`src/rtl/mm_pkg.sv`:
```
// Shared definitions for the matrix-multiply datapath.
//   - State encoding for the dot-product accumulator FSM.
//   - Default product width, so the multiplier result bus and the
//     accumulator input agree.
package mm_pkg;

    localparam int PROD_W_DEF = 64;

    typedef logic [1:0] state_t;

    localparam state_t IDLE  = 2'd0;
    localparam state_t ACCUM = 2'd1;
    localparam state_t OUT   = 2'd2;

endpackage

```
`src/rtl/dot_product_accumulator_acc_adder.sv`:
```
// acc_adder: registered running sum with clear, enable and carry-out flag.
// Ports:
//   clk, reset  clock (rising edge), synchronous active-high reset
//   clr         zero the sum next edge (wins over en)
//   en          add zero-extended addend into the sum next edge
//   addend      PROD_W-bit unsigned value to add
//   sum         ACC_W-bit running sum (wraps modulo 2^ACC_W)
//   carry       combinational: the add performed this cycle carries out of ACC_W
// ACC_W must be >= PROD_W.
module acc_adder
    import mm_pkg::*;
#(
    parameter int PROD_W = PROD_W_DEF,
    parameter int ACC_W  = 72
) (
    input  logic              clk,
    input  logic              reset,
    input  logic              clr,
    input  logic              en,
    input  logic [PROD_W-1:0] addend,
    output logic [ACC_W-1:0]  sum,
    output logic              carry
);

    // One bit wider than the sum so the carry-out falls out of the add;
    // the cast zero-extends and also covers the ACC_W == PROD_W case.
    logic [ACC_W:0] sum_wide;

    assign sum_wide = {1'b0, sum} + (ACC_W+1)'(addend);
    assign carry    = en & sum_wide[ACC_W];

    always_ff @(posedge clk) begin
        if (reset || clr)
            sum <= '0;
        else if (en)
            sum <= sum_wide[ACC_W-1:0];
    end

endmodule

```
`src/rtl/dot_product_accumulator.sv`:
```
// dot_product_accumulator: sums a programmed number of multiplier products.
// Ports:
//   clk, reset  clock (rising edge), synchronous active-high reset
//   start       begin a dot product (honoured only in IDLE)
//   len         number of products, latched with start (0 => immediate 0 result)
//   prod        unsigned product from the multiplier
//   prod_vld    one product per high cycle
//   acc_out     final sum, held until the next result
//   acc_vld     one-cycle pulse marking a new acc_out
//   busy        FSM in ACCUM or OUT
//   overflow    sticky per dot product: sum carried out of ACC_W
//   err_drop    sticky until reset: a product or start was discarded
module dot_product_accumulator
    import mm_pkg::*;
#(
    parameter int PROD_W = PROD_W_DEF,
    parameter int ACC_W  = 72,
    parameter int LEN_W  = 8
) (
    input  logic              clk,
    input  logic              reset,
    input  logic              start,
    input  logic [LEN_W-1:0]  len,
    input  logic [PROD_W-1:0] prod,
    input  logic              prod_vld,
    output logic [ACC_W-1:0]  acc_out,
    output logic              acc_vld,
    output logic              busy,
    output logic              overflow,
    output logic              err_drop
);

    state_t           state, state_nxt;
    logic [LEN_W-1:0] len_q;
    logic [LEN_W-1:0] count;
    logic [LEN_W-1:0] count_inc;
    logic [ACC_W-1:0] sum;
    logic             carry;
    logic             start_acc;
    logic             prod_acc;
    logic             last_prod;

    assign start_acc = (state == IDLE) && start;
    assign prod_acc  = (state == ACCUM) && prod_vld;
    assign count_inc = count + LEN_W'(1);
    // len_q >= 1 in ACCUM, so count_inc never wraps before matching.
    assign last_prod = prod_acc && (count_inc == len_q);

    acc_adder #(
        .PROD_W (PROD_W),
        .ACC_W  (ACC_W)
    ) u_adder (
        .clk    (clk),
        .reset  (reset),
        .clr    (start_acc),
        .en     (prod_acc),
        .addend (prod),
        .sum    (sum),
        .carry  (carry)
    );

    // State register
    always_ff @(posedge clk) begin
        if (reset)
            state <= IDLE;
        else
            state <= state_nxt;
    end

    // Next-state logic
    always_comb begin
        state_nxt = state;
        case (state)
            IDLE:    if (start) state_nxt = (len == '0) ? OUT : ACCUM;
            ACCUM:   if (last_prod) state_nxt = OUT;
            OUT:     state_nxt = IDLE;
            default: state_nxt = IDLE;
        endcase
    end

    // Output logic
    always_comb begin
        busy = (state == ACCUM) || (state == OUT);
    end

    // Length counter, flags and result register
    always_ff @(posedge clk) begin
        if (reset) begin
            len_q    <= '0;
            count    <= '0;
            overflow <= 1'b0;
            err_drop <= 1'b0;
            acc_out  <= '0;
            acc_vld  <= 1'b0;
        end else begin
            if (start_acc) begin
                len_q    <= len;
                count    <= '0;
                overflow <= 1'b0;
            end else if (prod_acc) begin
                count <= count_inc;
                if (carry) overflow <= 1'b1;
            end

            // Anything arriving when the FSM cannot take it is lost.
            if ((prod_vld && state != ACCUM) || (start && state != IDLE))
                err_drop <= 1'b1;

            // Registering the result in OUT makes acc_vld coincide with
            // the FSM already being back in IDLE.
            acc_vld <= (state == OUT);
            if (state == OUT)
                acc_out <= sum;
        end
    end

endmodule
```
`config.mk`:
```
export PLATFORM = sky130hd
export DESIGN_NAME = dot_product_accumulator
export DESIGN_NICKNAME = d
export VERILOG_FILES = /design/src/rtl/mm_pkg.sv /design/src/rtl/dot_product_accumulator_acc_adder.sv /design/src/rtl/dot_product_accumulator.sv
export SDC_FILE = /design/constraint.sdc
export NUM_CORES = 1
export LEC_CHECK = 0
export ABC_AREA = 0
export BUFFER_PORTS_ARGS = -buffer_cell sky130_fd_sc_hd__buf_2
export CAP_MARGIN = 30
export CELL_PAD_IN_SITES_DETAIL_PLACEMENT = 0
export CELL_PAD_IN_SITES_GLOBAL_PLACEMENT = 2
export CORE_MARGIN = 2
export CORE_UTILIZATION = 34
export DETAILED_ROUTE_END_ITERATION = 6
export PLACE_DENSITY = 0.81
export RECOVER_POWER = 50
export SLEW_MARGIN = 20
export SYNTH_ARGS = -nofsm -noshare
export SYNTH_HDL_FRONTEND = slang
export SYNTH_SLANG_ARGS = --single-unit
```
`constraint.sdc`:
```
create_clock -name clk -period 3.4 [get_ports clk]
set_input_delay 0.34 -clock clk [delete_from_list [all_inputs] [get_ports clk]]
set_output_delay 0.34 -clock clk [all_outputs]
set_load 0.005 [all_outputs]
```
Word-level counts from Yosys, hierarchy flattened:

Index checks and enable logic that the tools add are counted.

* add/sub/neg operators: 2
* multipliers: 0
* divide/modulo/power cells: 0
* $lt $le $gt $ge: 0
* eq/ne operators: 6
* shift operators: 0
* mux-type cells: 4
* bitwise gates (word level): 1
* reductions and logical operators: 14

Operators by type and width (count)
* adder 72 x 64 -> 73 bit: 1
* adder 8 x 1 -> 8 bit, second input constant: 1
* equality test 8 bit: 1
* logical NOT 8 bit: 1
* 2-to-1 mux 2 bit: 3
* logical AND 1 bit: 5
* != test 2 bit, second input constant: 2
* one-hot mux 2 bit (2 select lines): 1
* AND reduction 2 bit: 2
* logical OR 1 bit: 3
* equality test 2 x 1 -> 1 bit, second input constant: 1
* equality test 2 bit, second input constant: 1
* logical NOT 2 bit: 1
* != test 2 x 1 -> 1 bit, second input constant: 1
* nonzero test 2 bit: 1
* OR reduction 2 bit: 1
* bitwise AND 1 bit: 1

* bits in registers: 165
* bits in latches: 0
* RAM bits: 0
* ROM bits: 0
* input bits: 76
* logic and storage cells: 35
* memories: 0

Logic depth before layout (Yosys ltp):

* word-level depth: 5
* depth in mapped cells: 11

By module:

Synthesis repeated with hierarchy kept, for this count alone.

* cells, all modules: 1256
* area, all modules: 10518.8 µm²

Modules (own cells, without submodules)
* acc_adder: instances 1, cells an instance 880, area an instance 6832.8 µm²
* dot_product_accumulator: instances 1, cells an instance 376, area an instance 3686.0 µm²

Worst setup path before layout:

No wires, ideal clock.

* path kind: input to register
* start: in prod[0]
* end: reg u_adder.sum[44]
* library setup time: 126 ps
* arrival: 2630 ps
* required time: 3274 ps
* setup slack: 644 ps
* stages: 11
* cell sequence: ha_1 > fa_1 > a21o_1 > a221o_1 > a31oi_1 > nor4_1 > o21ba_2 > o21a_1 > o21ai_0 > a2111o_1 > o211ai_1

* longest elaborated chain between the ends: 1

RTL lines
* start: declaration: RTL line dot_product_accumulator.sv:24 `input logic [PROD_W-1:0] prod,`
* adder 72 x 64 -> 73 bit: RTL line dot_product_accumulator_acc_adder.sv:29 `assign sum_wide = {1'b0, sum} + (ACC_W+1)'(addend);`
* end signal: assignment: RTL line dot_product_accumulator_acc_adder.sv:36 `sum <= sum_wide[ACC_W-1:0];`
* end: declaration: RTL line dot_product_accumulator_acc_adder.sv:21 `output logic [ACC_W-1:0] sum,`

Every way passes these cells.
A chain may end at the register's enable or synchronous reset.

Worst setup path after layout:

* start: reg u_adder.sum[0]
* end: reg u_adder.sum[62]

* longest elaborated chain between the ends: 1

RTL lines (RTL line)
* adder 72 x 64 -> 73 bit: dot_product_accumulator_acc_adder.sv:29

Every way passes these cells.

==> impl_results.html <==
<table>
<tr><th>Metric</th><th>Value</th></tr>
<tr><th colspan="2">Critical path</th></tr>
<tr><td>Launch point of the critical path</td><td>u_adder.sum[0]</td></tr>
<tr><td>Cell occurring most often along the worst timing path</td><td>sky130_fd_sc_hd__a2111oi_4</td></tr>
<tr><td>Worst path slowest cell</td><td>sky130_fd_sc_hd__fa_1</td></tr>
<tr><td>CP max FO</td><td>3</td></tr>
<tr><td>Required time worst endpoint</td><td>~3.8 ns</td></tr>
<tr><td>Reg2Reg Launch Point</td><td>u_adder.sum[0]</td></tr>
<tr><td>Arr. time, crit path</td><td>~3.5 ns</td></tr>
<tr><td>Worst-case reg-to-reg path depth</td><td>11</td></tr>
<tr><td>Startpoint-to-endpoint class of the critical path</td><td>reg -&gt; reg</td></tr>
<tr><td>Buffer and inverter count on the worst path</td><td>0</td></tr>
<tr><td>Critical path's largest stage delay</td><td>0.41 ns</td></tr>
<tr><td>Cells traversed along the worst timing path</td><td>ha_1 &gt; fa_1 &gt; a21o_1 &gt; a22oi_1 &gt; a2111oi_4 &gt; o21ai_2 &gt; a2111oi_4 &gt; o21ai_1 &gt; or2b_1 &gt; a211oi_1 &gt; a311o_1</td></tr>
<tr><td>Element type at the critical path start</td><td>flip-flop</td></tr>
<tr><td>Delay-heaviest family, CP</td><td>compound AO/OA/AOI/OAI gates</td></tr>
<tr><td>Endpoint of the lowest-slack register-to-register path</td><td>u_adder.sum[62]</td></tr>
<tr><td>Register-to-Register Setup Slack</td><td>0.29 ns</td></tr>
<tr><td>Element type at the critical path end</td><td>flip-flop</td></tr>
<tr><th colspan="2">Synth</th></tr>
<tr><td>Post-Syn Area</td><td>just over 10,000 um^2</td></tr>
<tr><td>Average cell area after synthesis</td><td>8.08 um^2</td></tr>
<tr><td>Post-synth top flop</td><td>sky130_fd_sc_hd__dfxtp_1</td></tr>
<tr><td>Warnings, synthesis</td><td>0</td></tr>
<tr><td>Fraction of registers with async set or reset after synthesis</td><td>0%</td></tr>
<tr><td>Flip-flop and latch count after synthesis</td><td>around 170</td></tr>
<tr><td>Number of synthesized flops with an enable pin</td><td>0</td></tr>
<tr><td>Seq/Total Area, Yosys</td><td>between 30% and 40%</td></tr>
<tr><td>Yosys cell types</td><td>74</td></tr>
<tr><td>Number of nets in the synthesized netlist</td><td>about 1,400</td></tr>
<tr><td>Post-Syn Instances</td><td>roughly 1,300</td></tr>
<tr><th colspan="2">Clocking</th></tr>
<tr><td>TritonCTS clock tree</td><td>done</td></tr>
<tr><td>H-Tree Depth</td><td>4</td></tr>
<tr><td>Worst-skew pair later-pin latency</td><td>between 0.4 and 0.5 ns</td></tr>
<tr><td>Clock root buffer</td><td>sky130_fd_sc_hd__clkbuf_16</td></tr>
<tr><td>Clock tree buffer depth</td><td>2</td></tr>
<tr><td>Number of buffers added by the clock tree synthesis step</td><td>17</td></tr>
<tr><td>Clk sink count</td><td>around 170</td></tr>
<tr><td>Buffer count from post-CTS setup fixing</td><td>0</td></tr>
<tr><td>CTS clk-pin slew, worst paths</td><td>roughly 0.08 ns</td></tr>
<tr><th colspan="2">Cells and area</th></tr>
<tr><td>Ratio of cells with drive above 1 in the final layout</td><td>between 10% and 20%</td></tr>
<tr><td>Final nets</td><td>approximately 1,500</td></tr>
<tr><td>Syn-to-layout area delta</td><td>17.0%</td></tr>
<tr><th colspan="2">Floorplanning</th></tr>
<tr><td>Die footprint</td><td>between 30,000 and 40,000 um^2</td></tr>
<tr><td>Area of the core region</td><td>approximately 30,000 um^2</td></tr>
<tr><td>Height of the die</td><td>~180 um</td></tr>
<tr><td>Core Rows</td><td>63</td></tr>
<tr><td>Effective utilization at floorplan</td><td>around a third</td></tr>
<tr><td>Die Span X</td><td>between 150 and 200 um</td></tr>
<tr><td>I/O pin count</td><td>approximately 150</td></tr>
<tr><th colspan="2">GRT</th></tr>
<tr><td>Global-route wire length before repair</td><td>49,100 um</td></tr>
<tr><td>Met1 usage</td><td>a little over a quarter</td></tr>
<tr><td>Global router's overall resource usage</td><td>approximately a fifth</td></tr>
<tr><td>Number of global-route vias before repair</td><td>about 9,100</td></tr>
<tr><td>Antenna violations before repair</td><td>2</td></tr>
<tr><td>Most used routing layer in global routing</td><td>met2</td></tr>
<tr><td>Met2 demand-to-capacity share in global routing</td><td>about a third</td></tr>
<tr><td>Total grt overflow</td><td>0</td></tr>
<tr><td>Maximum number of pins on one net before global-route repair</td><td>87</td></tr>
<tr><td>GR met3 Demand/Resource</td><td>3.19%</td></tr>
<tr><th colspan="2">STA</th></tr>
<tr><td>Total setup violations reported at the end of the flow</td><td>0</td></tr>
<tr><td>Tcrit/Tclk final</td><td>91.5%</td></tr>
<tr><td>Clock Skews</td><td>about 0.015 ns</td></tr>
<tr><td>Timing-limited maximum frequency</td><td>321 MHz</td></tr>
<tr><td>Minimum clock period after layout</td><td>between 3 and 4 ns</td></tr>
<tr><td>Setup repair after global routing missed its margin</td><td>no</td></tr>
<tr><td>Final count of pins violating max slew</td><td>65</td></tr>
<tr><td>Number of hold-slack violations in the final timing report</td><td>0</td></tr>
<tr><td>Setup Total Neg Slack</td><td>0 ns</td></tr>
<tr><td>Transition at the pin with the smallest max-transition slack</td><td>2.13 ns</td></tr>
<tr><td>Worst relative slew slack</td><td>-41.9%</td></tr>
<tr><th colspan="2">Routing</th></tr>
<tr><td>Number of DRC markers in iteration 0</td><td>463</td></tr>
<tr><td>Vias per inst</td><td>roughly 5.3</td></tr>
<tr><td>Detailed-route wire length per cell</td><td>~17 um</td></tr>
<tr><td>First-pass iteration count of the detailed router</td><td>6</td></tr>
<tr><td>Wire length reported by the detailed router</td><td>30,700 um</td></tr>
<tr><td>Final routed DRC violation total</td><td>0</td></tr>
<tr><td>Residual antenna-violating net count after detailed routing</td><td>0</td></tr>
<tr><td>Routed via count</td><td>roughly 9,500</td></tr>
<tr><th colspan="2">Power and ir drop</th></tr>
<tr><td>Power consumption</td><td>between 0.004 and 0.005 W</td></tr>
<tr><td>Standby leakage power</td><td>roughly 5.0 nW</td></tr>
<tr><td>Pwr per Cell Area</td><td>406 nW/um^2</td></tr>
<tr><td>Maximum vdd ir drop</td><td>between 0.0002 and 0.0003 V</td></tr>
<tr><th colspan="2">Job</th></tr>
<tr><td>Count of maximum capacitance violations</td><td>2</td></tr>
<tr><th colspan="2">Place</th></tr>
<tr><td>Last weighted congestion value of the routability-driven placer</td><td>between 0.8 and 0.9</td></tr>
<tr><td>Sum of net half-perimeters after detailed placement</td><td>roughly 23,000 um</td></tr>
<tr><td>Port Buffer Count</td><td>151</td></tr>
<tr><th colspan="2">Run status</th></tr>
<tr><td>Violated checks</td><td>capacitance limit, slew limit</td></tr>
<tr><td>Outcome</td><td>complete, but fails checks</td></tr>
<tr><th colspan="2">Hold path</th></tr>
<tr><td>WHS Endpoint</td><td>len_q[2]</td></tr>
<tr><td>Hold Path Origin</td><td>len[2]</td></tr>
<tr><td>Cell count of the worst hold path</td><td>3</td></tr>
<tr><td>Hold Crit Class</td><td>in -&gt; reg</td></tr>
</table>
layout make-up:
| cell class | instances | area [um^2] |
|---|---|---|
| clock inverter | 15 | 161 |
| antenna | 1 | 2.50 |
| tap | 390 | 488 |
| fill | 3132 | 17700 |
| sequential | 165 | 3300 |
| timing repair buffer | 190 | 1010 |
| multi-input combinational | 997 | 6540 |
| inverter | 21 | 78.8 |
| clock buffer | 17 | 425 |
report_power, final:
group	internal [W]	total (W)	switching [W]
sequential	0.00197	0.00201	0.0000359
combinational	0.000330	0.000880	0.000549
clock	0.00104	0.00198	0.000939
total	0.00335	0.00487	0.00152
synthesized netlist by cell type (3+ instances only):
cell type                   count  share of area, %
sky130_fd_sc_hd__a2111o_1       5              0.55
sky130_fd_sc_hd__a2111oi_4      3              0.80
sky130_fd_sc_hd__a211oi_1      12              0.88
sky130_fd_sc_hd__a21o_1        42               3.1
sky130_fd_sc_hd__a21oi_1      117               5.7
sky130_fd_sc_hd__a221oi_1       8              0.68
sky130_fd_sc_hd__a31o_2         4              0.34
sky130_fd_sc_hd__a31oi_1       19               1.2
sky130_fd_sc_hd__a32oi_1        3              0.26
sky130_fd_sc_hd__and2_1         9              0.55
sky130_fd_sc_hd__and3_1         6              0.37
sky130_fd_sc_hd__and4_1         4              0.34
sky130_fd_sc_hd__buf_1         12              0.44
sky130_fd_sc_hd__buf_2         15              0.73
sky130_fd_sc_hd__clkbuf_1      56               2.0
sky130_fd_sc_hd__clkbuf_2       3              0.15
sky130_fd_sc_hd__dfxtp_1      165                32
sky130_fd_sc_hd__ha_1          68               8.3
sky130_fd_sc_hd__inv_1         21              0.77
sky130_fd_sc_hd__mux2i_1       73               7.1
sky130_fd_sc_hd__nand2_1      151               5.5
sky130_fd_sc_hd__nand3_1       59               2.9
sky130_fd_sc_hd__nand4_1       35               2.1
sky130_fd_sc_hd__nor2_1       139               5.1
sky130_fd_sc_hd__nor2b_1        3              0.18
sky130_fd_sc_hd__nor3_1        21               1.0
sky130_fd_sc_hd__nor3b_1        3              0.22
sky130_fd_sc_hd__nor4_1         7              0.43
sky130_fd_sc_hd__nor4b_1        3              0.26
sky130_fd_sc_hd__o211ai_1       9              0.66
sky130_fd_sc_hd__o211ai_2       3              0.37
sky130_fd_sc_hd__o21a_1        10              0.73
sky130_fd_sc_hd__o21ai_0       47               2.3
sky130_fd_sc_hd__o21ai_1        6              0.29
sky130_fd_sc_hd__o21bai_1       9              0.66
sky130_fd_sc_hd__o31ai_1        4              0.29
sky130_fd_sc_hd__or3_1          4              0.24
sky130_fd_sc_hd__or4_1          7              0.51
sky130_fd_sc_hd__xnor2_1       40               3.4
sky130_fd_sc_hd__xor2_1        24               2.0
state kept, by name (all words and copies together), names as in the netlist:
name	flops
acc_out	72
u_adder.sum	72
count	8
state	2
err_drop	1
acc_vld	1
overflow	1
len_q	8
worst min-delay path, cell delays in order:
cell,delay [ns]
sky130_fd_sc_hd__buf_2,0.10
sky130_fd_sc_hd__nand2_1,0.05
sky130_fd_sc_hd__a21oi_1,0.05
metal layers:
metal / vias to the layer above / part of all wire (%)
li1: 4847 / -
met1: 4452 / 49
met2: 205 / 46
met3: 22 / 4.3
met4: 2 / 1.1
met5: - / 0.046
logic make-up after synthesis:
logic type | synth area share [%]
and+or+nand+nor | 20.9
AOI/OAI and AO/OA | 21.6
DFF | 32.2
buffers and inverters | 4.24
muxes | 7.12
adders and majority gates | 8.48
xor gates and xnor gates | 5.46
worst max path at each step:
stage	to	depth (start not counted)
detailed placement	u_adder.sum[36]	12
floorplan	u_adder.sum[44]	11
global placement	u_adder.sum[36]	12
global route	u_adder.sum[62]	11
CTS	u_adder.sum[48]	11
finish	u_adder.sum[62]	11
cells in the final DEF, fill, tap and decap left out, types with 42 or more instances in the layout:
cell type | Yosys | layout
sky130_fd_sc_hd__a21o_1 | 42 | 42
sky130_fd_sc_hd__a21oi_1 | 117 | 117
sky130_fd_sc_hd__buf_2 | 15 | 106
sky130_fd_sc_hd__clkbuf_1 | 56 | 45
sky130_fd_sc_hd__dfxtp_1 | 165 | 165
sky130_fd_sc_hd__ha_1 | 68 | 68
sky130_fd_sc_hd__mux2i_1 | 73 | 73
sky130_fd_sc_hd__nand2_1 | 151 | 150
sky130_fd_sc_hd__nand3_1 | 59 | 59
sky130_fd_sc_hd__nor2_1 | 139 | 138
sky130_fd_sc_hd__o21ai_0 | 47 | 47
what timing repair did:
item | 4_1_cts | 5_1_grt
setup endpoints to repair | 0 | 1
gates resized for setup | 0 | 1
hold buffers | 0 | 0
through the flow:
stage          utilization [%]  setup slack (ns)  area (um^2)  std cells  hold WS [ns]
2_1_floorplan                -             0.644        10300       1270         0.448
3_3_place_gp              38.7             0.174        11500       1763         0.460
3_5_place_dp              38.7             0.176        11500       1763         0.462
4_1_cts                   40.6             0.257        12100       1795         0.132
5_1_grt                   40.4             0.107        12000       1796         0.144
6_report                  40.4             0.288        12000       1796         0.148
Note: power is estimated with default switching activity, not from simulation.
